$ cat config.mk
export PLATFORM = sky130hd
export DESIGN_NAME = uart_tx
export DESIGN_NICKNAME = d
export VERILOG_FILES = /design/src/rtl/uart_pkg.sv /design/src/rtl/uart_baud_gen.sv /design/src/rtl/uart_tx.sv
export SDC_FILE = /design/constraint.sdc
export NUM_CORES = 1
export LEC_CHECK = 0
export CORE_ASPECT_RATIO = 0.9
export CORE_MARGIN = 4
export CORE_UTILIZATION = 25
export CTS_CLUSTER_DIAMETER = 30
export CTS_CLUSTER_SIZE = 28
export DETAILED_ROUTE_END_ITERATION = 8
export GPL_ROUTABILITY_DRIVEN = 0
export HOLD_SLACK_MARGIN = 0.03
export PLACE_DENSITY = 0.49
export REMOVE_ABC_BUFFERS = 1
export SETUP_SLACK_MARGIN = 0.5
export SLEW_MARGIN = 40
export SYNTH_ARGS = -nofsm -noshare
export SYNTH_HDL_FRONTEND = slang
export SYNTH_HIERARCHICAL = 1
export SYNTH_SLANG_ARGS = --single-unit
$ cat constraint.sdc
create_clock -name clk -period 2.45 [get_ports clk]
set_input_delay 0.735 -clock clk [delete_from_list [all_inputs] [get_ports clk]]
set_output_delay 0.735 -clock clk [all_outputs]
set_load 0.005 [all_outputs]
$ cat src/rtl/uart_pkg.sv
// Shared UART definitions: state encoding, parity modes and oversampling ratio.
// Used by the transmitter, the baud generator and the future receiver.
package uart_pkg;

    localparam int OVERSAMPLE = 16;

    localparam int PAR_NONE = 0;
    localparam int PAR_EVEN = 1;
    localparam int PAR_ODD  = 2;

    typedef enum logic [2:0] {
        ST_IDLE   = 3'd0,
        ST_START  = 3'd1,
        ST_DATA   = 3'd2,
        ST_PARITY = 3'd3,
        ST_STOP   = 3'd4
    } uart_state_t;

    // Unused upper bits are zero, so they do not disturb the XOR reduction.
    function automatic logic calc_parity(input int mode, input logic [7:0] data);
        logic p;
        p = 1'b0;
        if (mode == PAR_EVEN) begin
            p = ^data;
        end else if (mode == PAR_ODD) begin
            p = ~(^data);
        end
        return p;
    endfunction

endpackage

$ cat src/rtl/uart_baud_gen.sv
// Oversampling tick generator: s_tick pulses one clock every CLK_DIV clocks; clr holds the count at 0.
// No latency beyond the counter register; no flow control. pre_tick marks the clock before s_tick (CLK_DIV >= 2).
module uart_baud_gen #(
    parameter int CLK_DIV = 54
) (
    input  logic clk,
    input  logic reset,
    input  logic clr,
    output logic s_tick,
    output logic pre_tick
);

    localparam int W = (CLK_DIV > 1) ? $clog2(CLK_DIV) : 1;

    logic [W-1:0] cnt;

    always_ff @(posedge clk) begin
        if (reset || clr) begin
            cnt <= '0;
        end else if (cnt == W'(CLK_DIV - 1)) begin
            cnt <= '0;
        end else begin
            cnt <= cnt + W'(1);
        end
    end

    assign s_tick   = (cnt == W'(CLK_DIV - 1));
    assign pre_tick = (cnt == W'(CLK_DIV - 2));

endmodule

$ cat src/rtl/uart_tx.sv
// UART transmitter: start, D_BITS data LSB first, optional parity, SB_TICKS/16 stop bits; tx is registered.
// Accepts din when tx_start & tx_ready; holds tx_ready low for the whole frame, upstream holds its request.
module uart_tx
    import uart_pkg::*;
#(
    parameter int D_BITS   = 8,
    parameter int SB_TICKS = 16,
    parameter int PARITY   = 0,
    parameter int CLK_DIV  = 54
) (
    input  logic              clk,
    input  logic              reset,
    input  logic              tx_start,
    input  logic [D_BITS-1:0] din,
    output logic              tx_ready,
    output logic              tx_done_tick,
    output logic              tx
);

    localparam int SMAX = (SB_TICKS > OVERSAMPLE) ? SB_TICKS : OVERSAMPLE;
    localparam int SW   = $clog2(SMAX);
    localparam int NW   = (D_BITS > 1) ? $clog2(D_BITS) : 1;

    uart_state_t       state_q, state_d;
    logic [SW-1:0]     s_cnt_q, s_cnt_d;
    logic [NW-1:0]     n_q, n_d;
    logic [D_BITS-1:0] shift_q, shift_d;
    logic              par_q, par_d;
    logic              tx_q, tx_d;
    logic              done_q, done_d;
    logic              s_tick;
    logic              pre_tick;
    logic              baud_clr;

    // Divider runs only while a frame is in flight so the start bit is exactly 16 ticks.
    assign baud_clr = (state_q == ST_IDLE);

    uart_baud_gen #(
        .CLK_DIV(CLK_DIV)
    ) u_baud (
        .clk     (clk),
        .reset   (reset),
        .clr     (baud_clr),
        .s_tick  (s_tick),
        .pre_tick(pre_tick)
    );

    always_ff @(posedge clk) begin
        if (reset) begin
            state_q <= ST_IDLE;
            s_cnt_q <= '0;
            n_q     <= '0;
            shift_q <= '0;
            par_q   <= 1'b0;
            tx_q    <= 1'b1;
            done_q  <= 1'b0;
        end else begin
            state_q <= state_d;
            s_cnt_q <= s_cnt_d;
            n_q     <= n_d;
            shift_q <= shift_d;
            par_q   <= par_d;
            tx_q    <= tx_d;
            done_q  <= done_d;
        end
    end

    always_comb begin
        state_d = state_q;
        s_cnt_d = s_cnt_q;
        n_d     = n_q;
        shift_d = shift_q;
        par_d   = par_q;
        done_d  = 1'b0;
        tx_d    = 1'b1;

        unique case (state_q)
            ST_IDLE: begin
                if (tx_start) begin
                    state_d = ST_START;
                    s_cnt_d = '0;
                    n_d     = '0;
                    shift_d = din;
                    par_d   = calc_parity(PARITY, 8'(din));
                end
            end
            ST_START: begin
                if (s_tick) begin
                    if (s_cnt_q == SW'(OVERSAMPLE - 1)) begin
                        state_d = ST_DATA;
                        s_cnt_d = '0;
                        n_d     = '0;
                    end else begin
                        s_cnt_d = s_cnt_q + SW'(1);
                    end
                end
            end
            ST_DATA: begin
                if (s_tick) begin
                    if (s_cnt_q == SW'(OVERSAMPLE - 1)) begin
                        s_cnt_d = '0;
                        shift_d = shift_q >> 1;
                        if (n_q == NW'(D_BITS - 1)) begin
                            state_d = (PARITY != PAR_NONE) ? ST_PARITY : ST_STOP;
                        end else begin
                            n_d = n_q + NW'(1);
                        end
                    end else begin
                        s_cnt_d = s_cnt_q + SW'(1);
                    end
                end
            end
            ST_PARITY: begin
                if (s_tick) begin
                    if (s_cnt_q == SW'(OVERSAMPLE - 1)) begin
                        state_d = ST_STOP;
                        s_cnt_d = '0;
                    end else begin
                        s_cnt_d = s_cnt_q + SW'(1);
                    end
                end
            end
            ST_STOP: begin
                // Registered done must rise one clock early to land in the final stop clock.
                done_d = (s_cnt_q == SW'(SB_TICKS - 1)) && pre_tick;
                if (s_tick) begin
                    if (s_cnt_q == SW'(SB_TICKS - 1)) begin
                        state_d = ST_IDLE;
                        s_cnt_d = '0;
                    end else begin
                        s_cnt_d = s_cnt_q + SW'(1);
                    end
                end
            end
            default: begin
                state_d = ST_IDLE;
            end
        endcase

        unique case (state_d)
            ST_START:  tx_d = 1'b0;
            ST_DATA:   tx_d = shift_d[0];
            ST_PARITY: tx_d = par_d;
            default:   tx_d = 1'b1;
        endcase
    end

    assign tx_ready     = (state_q == ST_IDLE);
    assign tx_done_tick = done_q;
    assign tx           = tx_q;

endmodule

# After elaboration in Yosys (flattened, before gate mapping)
# Index checks and enable logic that the tools add are counted.
# classes
addsub	3
mul	0
div_mod_pow	0
n_lt_le_gt_ge	0
eq_ne	18
shifts	0
muxes	29
bitwise_logic	1
n_reduce_logical	12
# op_table
operator	count
3-bit two-way mux	16
8-bit two-way mux	3
8-bit case mux with 2 select lines	1
3-bit case mux with 5 select lines	1
3-bit by 2-bit == test with 1-bit output (second input constant)	4
6-bit == test (second input constant)	2
4-bit two-way mux	3
2-bit inequality test (second input constant)	6
3-bit case mux with 3 select lines	1
4-bit case mux with 2 select lines	1
7-bit AND reduction	1
6-bit by 1-bit adder with 6-bit output (second input constant)	1
3-bit by 1-bit == test with 1-bit output (second input constant)	2
3-bit == test (second input constant)	2
4-bit by 1-bit adder with 4-bit output (second input constant)	1
4-bit == test (second input constant)	1
4-bit AND reduction	1
2-bit nonzero test	2
2-bit OR reduction	2
4-bit OR reduction	1
3-bit by 1-bit adder with 3-bit output (second input constant)	1
3-bit logical NOT	1
1-bit case mux with 3 select lines	1
3-bit AND reduction	1
other kinds (6)	7
# word_totals
regBits	27
latch_bits	0
ram_bits	0
mem_bits_ro	0
in_bits	11
out_inout_bits	3
wordCells	72
n_memories	0

# Depth between registers and ports, before layout
# Gate-level depths: netlist (run 1).
# logic_depth
ltp_word	7
ltp_mapped	9
mapped_depth_nobuf	8

# By module
# The synthesis (run 1) kept the hierarchy.
# modules_own_cells
module	n_inst	cells_per_inst	area_each_um2	seq_area_each_um2
uart_tx	1	122	1071.0	420.4
uart_baud_gen	1	34	289.0	120.1

# Worst setup path before layout (run 1)
# OpenSTA, ideal clock, no wires.
# synth_path
path_kind	flip-flop to flip-flop
startpoint	register u_baud.cnt[0]
endpoint	register tx_q, in the netlist tx
setup_time_ns	0.137
arrival_time_ns	1.659
t_required_ns	2.313
setup_slack_ns	0.654
path_stages_with_launch	8
path_buffers	0
synth_period_minus_slack_ns	1.796
cell_sequence	dfxtp_1 -> ha_1 -> inv_1 -> nor2_1 -> and4_1 -> a31oi_2 -> a211oi_1 -> o31ai_1
# synth_between
elab_chain_len	5
elab_cells_between_ends	12
cone_classes	eq/ne (4); mux (8)
# synth_lines
item	line_no	text
start: declaration	uart_baud_gen.sv:15	logic [W-1:0] cnt;
start signal: assignment	uart_baud_gen.sv:23	cnt <= cnt + W'(1);
6-bit == test *	uart_baud_gen.sv:27	assign s_tick = (cnt == W'(CLK_DIV - 1));
named net s_tick	uart_tx.sv:31	logic s_tick;
3-bit two-way mux, on equally long branches	n/a	
3-bit case mux with 5 select lines	uart_tx.sv:77	unique case (state_q)
3-bit by 2-bit == test with 1-bit output / 3-bit by 1-bit == test with 1-bit output (equally long branches)	uart_tx.sv:140	unique case (state_d)
1-bit case mux with 3 select lines *	uart_tx.sv:140	
end signal: assignment	uart_tx.sv:63	tx_q <= tx_d;
end: declaration	uart_tx.sv:29	logic tx_q, tx_d;
# The timed path passes the listed nets; every way through them passes the cells marked *. The select of a mux whose other input is x is not followed.
# A chain may end at the register's enable or synchronous reset.

# Worst setup path after layout (run 1)
# layout_path
startpoint	register state_q[1]
endpoint	output tx_ready
# layout_between
elab_chain_len	1
# layout_lines
item	line_no	text
start: declaration	uart_tx.sv:24	uart_state_t state_q, state_d;
start signal: assignment	uart_tx.sv:58	state_q <= state_d;
3-bit logical NOT	uart_tx.sv:148	assign tx_ready = (state_q == ST_IDLE);
end: declaration	uart_tx.sv:15	output logic tx_ready,
# No other way between the ends.

==> reports/metrics.csv, run 1 <==
stage;metric;value;unit
outcome;run_status;complete, no violations;
sta;post-route-period-util;76.7;%
global_routing;grt_antenna_before_repair;0;
worst_setup_path;r2r_start;u_baud/cnt[1]$_SDFF_PP0_;
cts;cts.reportedPaths.clkPinSlew;90;ps
power;p_leak;0.616;nW
power;powerDensity;487;mW/mm2
worst_setup_path;rrSetupSlack;600;ps
layout;nets;195;
cts;htree_levels;1;
layout;layout.cells.non_filler;244;
cts;clock_sinks;27;
sta;period_minus_slack;1880;ps
sta;tns;0;ps
sta;skew;5.57;ps
worst_setup_path;cp.depth;3;
synthesis;synth_cell_types;42;
global_routing;gr-total-overflow;0;
die;rows;25;
layout;nFillCells;572;
layout;drive_gt1_share;18.1;%
sta;worst_pin_slew;464;ps
route;wl_per_cell;11.6;um
worst_setup_path;cp_slowest_cell;or3_4;
sta;maxSlewHeadroom;69.0;%
worst_hold_path;hp-class;reg2reg;
sta;rsz0062_at_grt;yes;
die;die_h;78.0;um
worst_setup_path;critPathLaunchType;flop;
synthesis;async_reset_ff_share;0;%
route;drtIter0Drc;83;
die;core;0.00526;mm2
flow_run;maxCapViolCount;0;
worst_setup_path;crit_fanout;2;
cts;clk-insertion-delay-late;270;ps
layout;diodes;0;
worst_setup_path;crit_path_max_incr_delay;390;ps
cts;cts_buffers;3;
global_routing;grt_max_degree;20;
worst_setup_path;timing.rr.end;tx$_SDFF_PP1_;
synthesis;synthFlopType;dfxtp_1;
worst_setup_path;path_delay_family;simple AND/OR/NAND/NOR gates;
route;vias;1166;
die;die_area;0.00669;mm2
worst_setup_path;critPathKind;reg2out;
synthesis;yosysTopAreaCellShare;39.7;%
die;start_util;25.9;%
sta;setup_violations;0;
place;placed_area;0.00157;mm2
power;totalPowerFinal;0.820;mW
global_routing;grt_use_total;9.14;%
global_routing;grt_pass1_vias;1115;
sta;finalMaxSlewViolations;0;
worst_setup_path;crit_path_end;tx_ready;
route;via_per_inst;4.78;
worst_setup_path;cp_num_buf_inv;2;
synthesis;synth_seq_cells;27;
die;ios;14;
cts;tritoncts;yes;
synthesis;netlist_instances;156;
worst_setup_path;worstRegToRegCells;8;
global_routing;grt_pass1_wl;4990;um
layout;syn_to_final_growth;23.9;%
layout;postLayoutCellArea;0.00169;mm2
route;routed_wl;2830;um
die;fp.dieW;85.7;um
worst_setup_path;arrival;1140;ps
synthesis;yosysSeqAreaShare;39.7;%
route;firstDrtPassIters;4;
sta;finalHoldViolations;0;
cts;clockBufferDepth;2;
synthesis;yosys_warnings;6;
synthesis;yosys-top-cells-area;dfxtp_1 (40%), a21oi_1 (6.6%), ha_1 (5.5%);
place;dp_hpwl;2020;um
synthesis;syn-cell-area;0.00136;mm2
worst_setup_path;crit_start;state_q[1]$_SDFF_PP0_;
worst_setup_path;cp_cell_sequence;or3_4 -> inv_2 -> buf_2;
worst_setup_path;cp-end-kind;primary output;
cts;root_buffer;clkbuf_8;
synthesis;syn_area_per_cell;8.72;um2
synthesis;synth_top_area_cell;dfxtp_1;
place;dp_cells;235;
power;vdd_ir_drop_max;0.185;mV
route;drc;0;
route;drtAntennaViolNets;0;
synthesis;synth_enable_flop_cells;0;
place;port-buffer-count;13;
sta;max_freq;532;MHz
worst_setup_path;worstPathRequired;1710;ps
-- worst reg2reg max path: cells and delay by family (launching register included) --
kind                     cells  cell delay [ps]
AND/OR/NAND/NOR              3              340
AO/OA/AOI/OAI                2              650
buffers and inverters        2              160
flip-flops                   1              380
adder cells (fa/ha/maj)      1              180
-- cells in the mapped netlist, types with 2 or more instances --
cell and number:
and3_1 2, nand4_1 3, a21oi_1 18, buf_2 2, inv_1 9, buf_6 3
nand2_1 9, nand3_1 14, o21ai_0 5, nor2b_1 2, nor3_1 2, a22oi_1 6
ha_1 6, xor2_1 2, dfxtp_1 27, or3_1 2, nand4b_1 3, nand3b_1 3
nor2_1 13, clkbuf_1 2, nor3b_1 2
-- report_power, final --
group / internal [mW] / switching, mW / total, mW
logic: 0.0553 / 0.0554 / 0.111
registers: 0.451 / 0.00730 / 0.458
clock network: 0.116 / 0.135 / 0.251
total: 0.623 / 0.197 / 0.820
-- what timing repair did --
item,in CTS,in global routing
hold buffers,0,0
resized for setup,11,8
endpoints found under the hold margin,0,0
pin swaps,2,2
setup endpoints to repair,10,12
setup buffers,5,0
gates cloned,0,0
-- cell usage in the layout, fill, tap and decap left out, drive strengths merged, types with 2 or more instances in the layout --
master and count:
nor2b 2, nand4 3, nor3b 2, a22oi 6, xor2 2, nand3 15
and3 2, a21oi 19, nor2 14, inv 9, dfxtp 27, nand2 9
clkdlybuf4s50 11, nand4b 3, ha 6, buf 12, nor3 2, or3 2
nand3b 3, o21ai 7, clkbuf 4
-- cell families after synthesis --
group           count (synthesis)  share of synthesized area, %
compound gates                 41                          19.3
xor+xnor                        3                          1.93
fa+ha+maj                       6                          5.52
buf+inv                        16                          6.26
flops                          27                          39.7
mux                             1                         0.736
simple gates                   62                          26.5
-- how the worst min path moves through the flow --
stage,from,endpoint,slack (ps),cells after the start
detailed placement,shift_q[5]$_SDFFE_PP0P_,shift_q[5]$_SDFFE_PP0P_,450,2
CTS,shift_q[5]$_SDFFE_PP0P_,shift_q[5]$_SDFFE_PP0P_,460,2
finish,shift_q[4]$_SDFFE_PP0P_,shift_q[4]$_SDFFE_PP0P_,460,2
global route,shift_q[5]$_SDFFE_PP0P_,shift_q[5]$_SDFFE_PP0P_,490,2
global placement,n_q[2]$_SDFFE_PP0P_,n_q[2]$_SDFFE_PP0P_,460,2
floorplan,shift_q[1]$_SDFFE_PP0P_,shift_q[1]$_SDFFE_PP0P_,430,2
-- per-layer routing --
layer	track usage, %	up-vias	part of all wire, %
met4	4.59	0	2.1
met5	0	-	0
met1	13.1	539	53
met3	2.02	5	2.6
met2	12.7	18	42
li1	-	604	-
-- state kept, by name (all words and copies together), names as in the netlist --
register / count
s_cnt_q: 4
n_q: 3
state_q: 3
shift_q: 8
tx: 1
u_baud/cnt: 6
tx_done_tick: 1
par_q: 1
-- stage by stage --
step | hold WS [ps] | setup WS (ps) | util, %
floorplan | 426 | 643 | -
CTS | 462 | 500 | 31.8
finish | 461 | 570 | 32.1
detailed placement | 449 | 176 | 29.8
global route | 487 | 478 | 32.1
global placement | 460 | 247 | 29.8
-- layout make-up --
| cell class | instances | area [um2] | share of cell area (%) |
|---|---|---|---|
| clock buffer | 4 | 45.0 | 2.67 |
| inverter | 9 | 33.8 | 2.00 |
| multi-input combinational | 113 | 769 | 45.7 |
| sequential | 27 | 543 | 32.2 |
| timing repair buffer | 24 | 210 | 12.5 |
| tap | 67 | 83.8 | 4.97 |
Power figures use the tool's default switching activity.
==> run 2, diff against run 1 <==
==> constraint.sdc (replaced) <==
create_clock -name clk -period 1.75 [get_ports clk]
set_input_delay 0.525 -clock clk [delete_from_list [all_inputs] [get_ports clk]]
set_output_delay 0.525 -clock clk [all_outputs]
set_load 0.005 [all_outputs]
==> run 2 against run 1 <==
Effect of this change: power grew 49%; critical path depth rose by 4; clock power rose by 44%; first-iteration DRC count down 19%; sequential cell count did not move; critical path type is now reg2reg; largest cell class unchanged; largest power group unchanged; highest routed layer unchanged.
==> reports/metrics.csv, run 2 (synthesized netlist as in run 1, its figures left out) <==
stage;metric;value;unit;change
worst_setup_path;path_delay_family;simple AND/OR/NAND/NOR gates;;unchanged
flow_run;maxCapViolCount;0;;unchanged
outcome;run_status;complete, no violations;;unchanged
power;p_int;0.912;mW;was 0.623 mW
sta;max_freq;575;MHz;
power;p_seq_share;52.4;%;was 55.9%
layout;syn_to_final_growth;50.7;%;was 23.9%
worst_setup_path;critPathKind;reg2reg;;was reg2out
route;wl_per_cell;12.6;um;was 11.6 um
layout;mostFrequentLayoutCells;dfxtp_1 (21), buf_4 (20), buf_6 (14), a21oi_1 (12), nand3_1 (11);;was dfxtp_1 (25), a21oi_1 (18), nand3_1 (14), nor2_1 (12)
layout;diodes;0;;unchanged
layout;largest_register_ffs;8;;unchanged
global_routing;grt_pass1_vias;1113;;was 1115
global_routing;grt_max_degree;17;;was 20
cts;tritoncts;yes;;unchanged
global_routing;top_usage_layer;met2;;was met1
power;combPwrFrac;18.2;%;was 13.5%
layout;layout.cells.non_filler;266;;was 244
cts;cts.reportedPaths.clkPinSlew;90;ps;about the same
worst_setup_path;arrival;1890;ps;was 1140 ps
die;rows;25;;unchanged
die;core;0.00526;mm2;unchanged
layout;nFillCells;551;;was 572
power;p_sw;0.314;mW;was 0.197 mW
route;via_per_inst;4.77;;was 4.78
cts;clockBufferDepth;2;;unchanged
place;dp_cells;252;;was 235
cts;hold_buffers;0;;unchanged
cts;htree_levels;1;;unchanged
layout;reg_top3;shift_q x8, u_baud/cnt x6, s_cnt_q x4;;unchanged
global_routing;grt_pass1_wl;5310;um;was 4990 um
sta;skew;5.14;ps;was 5.57 ps
route;drc;0;;unchanged
place;port-buffer-count;13;;unchanged
power;power_frac_clock;29.4;%;was 30.6%
route;drtIter0Drc;67;;was 83
global_routing;grt_util_met2;14.4;%;was 12.7%
layout;drive_gt1_share;41.7;%;was 18.1%
global_routing;grt_util_met1;14.0;%;was 13.1%
die;ios;14;;unchanged
layout;regMostFlops;shift_q;;unchanged
power;totalPowerFinal;1.23;mW;was 0.820 mW
sta;period_minus_slack;1740;ps;
route;drtAntennaViolNets;0;;unchanged
layout;nets;217;;was 195
sta;maxSlewHeadroom;74.1;%;was 69.0%
layout;final_common_cell;dfxtp_1;;unchanged
cts;cts_buffers;3;;unchanged
global_routing;grt_use_total;9.98;%;was 9.14%
power;p_leak;0.736;nW;was 0.616 nW
route;vias;1270;;was 1166
worst_setup_path;cp_num_buf_inv;1;;was 2
worst_setup_path;worstPathRequired;1900;ps;was 1710 ps
route;routed_wl;3340;um;was 2830 um
global_routing;use_met3;2.65;%;was 2.02%
die;die_area;0.00669;mm2;unchanged
worst_setup_path;critPathLaunchType;flop;;unchanged
sta;worst_pin_slew;384;ps;was 464 ps
die;die_h;78.0;um;unchanged
sta;worst_hold_slack;465;ps;was 461 ps
worst_setup_path;rrSetupSlack;10;ps;was 600 ps
worst_setup_path;cp_cell_sequence;nand4b_1 -> nor2_4 -> nand4_1 -> o21ai_1 -> a21boi_2 -> buf_6 -> o31ai_4;;was or3_4 -> inv_2 -> buf_2
sta;setup_violations;0;;unchanged
sta;finalHoldViolations;0;;unchanged
power;vdd_ir_drop_max;0.345;mV;was 0.185 mV
cts;clock_sinks;27;;unchanged
worst_setup_path;crit_fanout;5;;was 2
global_routing;grt_antenna_before_repair;0;;unchanged
sta;finalMaxSlewViolations;0;;unchanged
worst_setup_path;cp_slowest_cell;dfxtp_2;;was or3_4
place;dp_hpwl;2250;um;was 2020 um
worst_hold_path;hp-class;reg2reg;;unchanged
power;powerDensity;598;mW/mm2;was 487 mW/mm2
layout;seqCellArea;548;um2;was 543 um2
cts;clk-insertion-delay-late;270;ps;about the same
die;fp.dieW;85.7;um;unchanged
worst_setup_path;cp-end-kind;flop;;was primary output
global_routing;gr-total-overflow;0;;unchanged
die;start_util;25.9;%;unchanged
cts;root_buffer;clkbuf_8;;unchanged
power;swShare;25.6;%;was 24.1%
route;firstDrtPassIters;4;;unchanged
sta;post-route-period-util;99.4;%;
sta;rsz0062_at_grt;yes;;unchanged
worst_setup_path;crit_path_max_incr_delay;330;ps;was 390 ps
layout;multiInputGateArea;921;um2;was 769 um2
run 2: cell types whose count changed in the layout (fill, tap and decap cells not counted), sizes merged:
cell,change
buf,+24
clkdlybuf4s50,-3
dlygate4sd2,+2
dlymetal6s2s,-1
run 2: worst paths after layout:
path | start | end | cells after the start
setup reg to reg | u_baud/cnt[3]$_SDFF_PP0_ | tx$_SDFF_PP1_ | 7
setup / recovery | u_baud/cnt[3]$_SDFF_PP0_ | tx$_SDFF_PP1_ | 7
hold reg to reg | shift_q[1]$_SDFFE_PP0P_ | shift_q[1]$_SDFFE_PP0P_ | 2
hold / removal | shift_q[1]$_SDFFE_PP0P_ | shift_q[1]$_SDFFE_PP0P_ | 2
run 2: tightest hold or removal path, cell delays in order (launching register included):
cell and delay (ps):
dfxtp_1 320, nand2_1 50, a21oi_1 60
run 2: power groups by stage:
stage | Sequential, mW | Clock (mW) | Combinational, mW
6_report | 0.643 | 0.361 | 0.223
5_1_grt | 0.645 | 0.396 | 0.242
4_1_cts | 0.641 | 0.379 | 0.194
3_5_place_dp | 0.654 | 0 | 0.155
3_3_place_gp | 0.655 | 0 | 0.156
2_1_floorplan | 0.658 | 0 | 0.0631
run 2: metal layers:
| layer | vias to the layer above | part of all wire [%] | wire length, um |
|---|---|---|---|
| li1 | 649 | - | - |
| met1 | 598 | 50 | 1690 |
| met2 | 16 | 45 | 1510 |
| met3 | 7 | 2.8 | 92 |
| met4 | 0 | 1.8 | 59 |
| met5 | - | 0 | 0 |
run 2: repair_timing:
action,4_1_cts,5_1_grt
gates cloned,0,0
gates resized for setup,48,31
pin swaps,25,10
buffers inserted,8,2
setup endpoints to repair,30,30
endpoints found under the hold margin,0,0
run 2: stage by stage:
step	setup TNS, ps	instance area (um2)	worst slack, ps	utilization [%]
6_report	0	2050	9.79	39.0
5_1_grt	-50.8	2050	-49.9	39.0
4_1_cts	0	1900	60.4	36.1
3_5_place_dp	-941	1700	-142	32.3
3_3_place_gp	-967	1700	-135	32.3
2_1_floorplan	-57.0	1310	-57.0	-
run 2: area by class of cell:
cell class | count | share of cell area, %
multi-input combinational | 113 | 44.9
sequential | 27 | 26.7
timing repair buffer | 46 | 20.3
tap | 67 | 4.09
clock buffer | 4 | 2.20
inverter | 9 | 1.77
==> RTL edit 1, RTL diff (flow settings as in run 1) <==
Re-encode `uart_state_t` (5 states) as one-hot, 5 bits wide.
--- a/src/rtl/uart_pkg.sv
+++ b/src/rtl/uart_pkg.sv
@@ -8,12 +8,12 @@
     localparam int PAR_EVEN = 1;
     localparam int PAR_ODD  = 2;
 
-    typedef enum logic [2:0] {
-        ST_IDLE   = 3'd0,
-        ST_START  = 3'd1,
-        ST_DATA   = 3'd2,
-        ST_PARITY = 3'd3,
-        ST_STOP   = 3'd4
+    typedef enum logic [4:0] {
+        ST_IDLE   = 5'b00001,
+        ST_START  = 5'b00010,
+        ST_DATA   = 5'b00100,
+        ST_PARITY = 5'b01000,
+        ST_STOP   = 5'b10000
     } uart_state_t;
 
     // Unused upper bits are zero, so they do not disturb the XOR reduction.
Function: same outputs for any inputs over 10 cycles, from zero or initial values and one cycle with reset high; not proved beyond that.
==> RTL edit 1 against run 1 <==
Fmax fell by 11%; cell count is 13% higher; wire length increased by 30%; worst setup slack got worse by 240 ps; cell area rose by 20%; sequential cell count rose by 2; synthesized area increased by 10%; critical path type is now flop to flop.
Power is not compared: it rests on default switching activity, and its combinational part moved more than twofold at a synthesized area within 25%.
==> RTL edit 1: results (changes against run 1) <==
[status]
status = complete, no violations

[synth]
muxShareOfSynthArea_pct = 1.34  ; +0.60 points
synth_xor_area_share_pct = 2.34  ; +0.41 points
synth_compound_area_share_pct = 22.8  ; +3.5 points
ys_seq_elements = 29  ; +7.4%
synth_cell_type_count = 48  ; +14%
synth_area_leaders = dfxtp_1, nor2_1, ha_1, a222oi_1, inv_1
ys_seq_area_share_pct = 38.7  ; -1.0 points
ys_top_cells_by_count = dfxtp_1, nor2_1, inv_1
synth_fa_ha_area_share_pct = 5.01  ; -0.51 points

[global_routing]
use_met3_pct = 3.01  ; +0.99 points
grt_pass1_vias = 1273  ; +14%
grt_pass1_wl_um = 5960  ; +20%
use_met2_pct = 15.6  ; +2.9 points
grt_max_degree = 21  ; +5.0%
met1_usage_pct = 14.6  ; +1.5 points
grt_usage_pct = 10.5  ; +1.3 points

[clocking]
ctsHtreeMaxLevel = 2  ; +1
cts_setup_buffers = 11  ; +6
cts_buffer_depth = 2  ; unchanged
post_cts_resized = 13  ; +2
path_clk_slew_ps = 60  ; -30 ps
cts_buffers = 5  ; +2

[routing]
drt_pass1_iterations = 5  ; +1
drt_wl_total_um = 3690  ; +30%
dr_wl_met3_um = 131  ; +79%
via_per_inst = 5.05  ; +5.6%
wl_met1_um = 1850  ; +22%
drtIter0Drc = 122  ; +47%

[worst_setup_path]
worstPathArrival_ps = 2280  ; +1140 ps
critPathTopFamily = buffers and inverters
rr_worst_depth = 12  ; +4
worst_path_max_delay_cell = dfxtp_2
critPathMaxStageDelay_ps = 340  ; -50 ps

[placement]
preCtsSetupSlack_ps = 126  ; -50.3 ps
hpwl_um = 2260  ; +12%
placedCellCount = 250  ; +6.4%
placed_cell_area_mm2 = 0.00171  ; +9.3%

[layout]
multi_input_area_um2 = 898  ; +17%
clock_area_share_pct = 3.95  ; +1.3 points
buffers = 35  ; +46%
multi_input_cells = 120  ; +6.2%
fin_nets = 222  ; +14%
buffer_area_share_pct = 15.9  ; +3.5 points
drive_gt1_share_pct = 27.2  ; +9.1 points
stdcell_count = 276  ; +13%
n_all_inverters = 14  ; +5
top_regs = shift_q x8, u_baud/cnt x6, state_q x5
fillers = 575  ; +0.52%
regArea_um2 = 586  ; +7.8%
clkbuf_count = 8  ; +4

[hold_path]
holdPathStages = 1  ; -1

[sta]
tightest_slew_ps = 567  ; +103 ps
finalClockSkew_ps = 5.30  ; -0.271 ps

[power_and_ir_drop]
powerDensity_mw_per_mm2 = 543

## RTL edit 1: cell types whose count changed after synthesis, moves of 3 or more
cell / before / now
inv_1: 9 / 12
a222oi_1: 0 / 7
a21oi_1: 18 / 7
o211ai_1: 1 / 4
nor2_1: 13 / 21
a22oi_1: 6 / 3
nand3_1: 14 / 8
nand2_1: 9 / 6
o2111ai_1: 0 / 3
## RTL edit 1: worst paths after layout
| path | startpoint | end | slack [ps] |
|---|---|---|---|
| worst min-delay path | u_baud/cnt[0]$_SDFF_PP0_ | u_baud/cnt[0]$_SDFF_PP0_ | 470 |
| worst max register to register | state_q[2]$_SDFF_PP0_ | tx$_SDFF_PP1_ | 330 |
| worst max-delay path | state_q[2]$_SDFF_PP0_ | tx$_SDFF_PP1_ | 330 |
| worst min register to register | u_baud/cnt[0]$_SDFF_PP0_ | u_baud/cnt[0]$_SDFF_PP0_ | 470 |
==> RTL edit 2, RTL diff (flow settings as in run 1) <==
Made on the original files. The parameter `PARITY` goes from 0 to 1.
--- a/src/rtl/uart_tx.sv
+++ b/src/rtl/uart_tx.sv
@@ -5,7 +5,7 @@
 #(
     parameter int D_BITS   = 8,
     parameter int SB_TICKS = 16,
-    parameter int PARITY   = 0,
+    parameter int PARITY   = 1,
     parameter int CLK_DIV  = 54
 ) (
     input  logic              clk,
Formal check against the unedited RTL: no difference found for any inputs over 10 cycles, from zero or initial values and one cycle with reset high; that may be too few to reach the edited logic, so the function may still have changed.
==> RTL edit 2 against run 1 <==
Sequential cell count unchanged; fmax is 1.4% higher; wire length rose by 0.11%; synthesized area is 4.0% higher; cell area is 2.5% higher; cell count is 1.6% higher; critical path type is now primary input to flop; worst setup slack better by 26 ps; worst hold slack gained 1.9 ps; total power is 2.4% higher.
==> RTL edit 2: results (changes against run 1) <==
[synth]
synth_xor_area_share_pct = 7.96  ; +6.0 points
muxShareOfSynthArea_pct = 0.708  ; -0.028 points
ys_seq_area_share_pct = 38.2  ; -1.5 points

[status]
status = complete, no violations

[hold_path]
hp-start = shift_q[2]$_SDFFE_PP0P_
hold-path-endpoint = shift_q[2]$_SDFFE_PP0P_

[worst_setup_path]
worstSetupStartpoint = tx_start
worst_path_max_delay_cell = clkdlybuf4s50_1
critPathTopFamily = buffers and inverters
rrSetupSlack_ps = 680  ; +80 ps

[layout]
stdcell_count = 248  ; +1.6%
fillers = 577  ; +0.87%
drive_gt1_share_pct = 16.0  ; -2.1 points

[routing]
drtIter0Drc = 68  ; -18%
via_count = 1161  ; -0.43%

[sta]
tightest_slew_ps = 353  ; -111 ps
finalClockSkew_ps = 3.30  ; -2.27 ps
hold_slack_ps = 463  ; +1.87 ps
period_minus_slack_ps = 1850  ; -26.3 ps

[clocking]
cts_setup_buffers = 0  ; -5

[placement]
placedCellCount = 243  ; +3.4%
hpwl_um = 2030  ; +0.47%

[power_and_ir_drop]
swShare_pct = 25.2  ; +1.1 points
p_clk_share_pct = 30.9  ; +0.3 points
cellLeakagePower_nw = 0.609  ; -1.2%

[global_routing]
grt_pass1_vias = 1041  ; -6.6%
grt_pass1_wl_um = 4870  ; -2.3%

RTL edit 2: cell count changes after synthesis, sizes merged, moves of 2 or more:
cell           run 1  this run
nand3b             3         1
nand2b             0         4
nand2              9        14
o32ai              0         2
a32oi              0         2
nand3             15         7
nor2              14        19
a21oi             19        15
xnor2              1        10
a22oi              6         8
RTL edit 2: area by class of cell:
class | count | area (um2) | area share (%)
clock buffers | 3 | 41.3 | 2.39
clock inverters | 1 | 5.00 | 0.290
inverters | 9 | 33.8 | 1.96
multi-input cells | 120 | 832 | 48.2
flip-flops and latches | 27 | 543 | 31.4
well taps | 67 | 83.8 | 4.85
repair buffers | 21 | 189 | 10.9
RTL edit 2: routing by layer:
layer | part of all wire, % | vias to the layer above | routed length [um] | track usage, %
met3 | 3.0 | 5 | 84 | 3.01
met4 | 1.7 | 0 | 47 | 3.68
met5 | 0 | - | 0 | 0
met2 | 47 | 8 | 1340 | 13.6
met1 | 48 | 541 | 1360 | 11.5
li1 | - | 607 | - | -
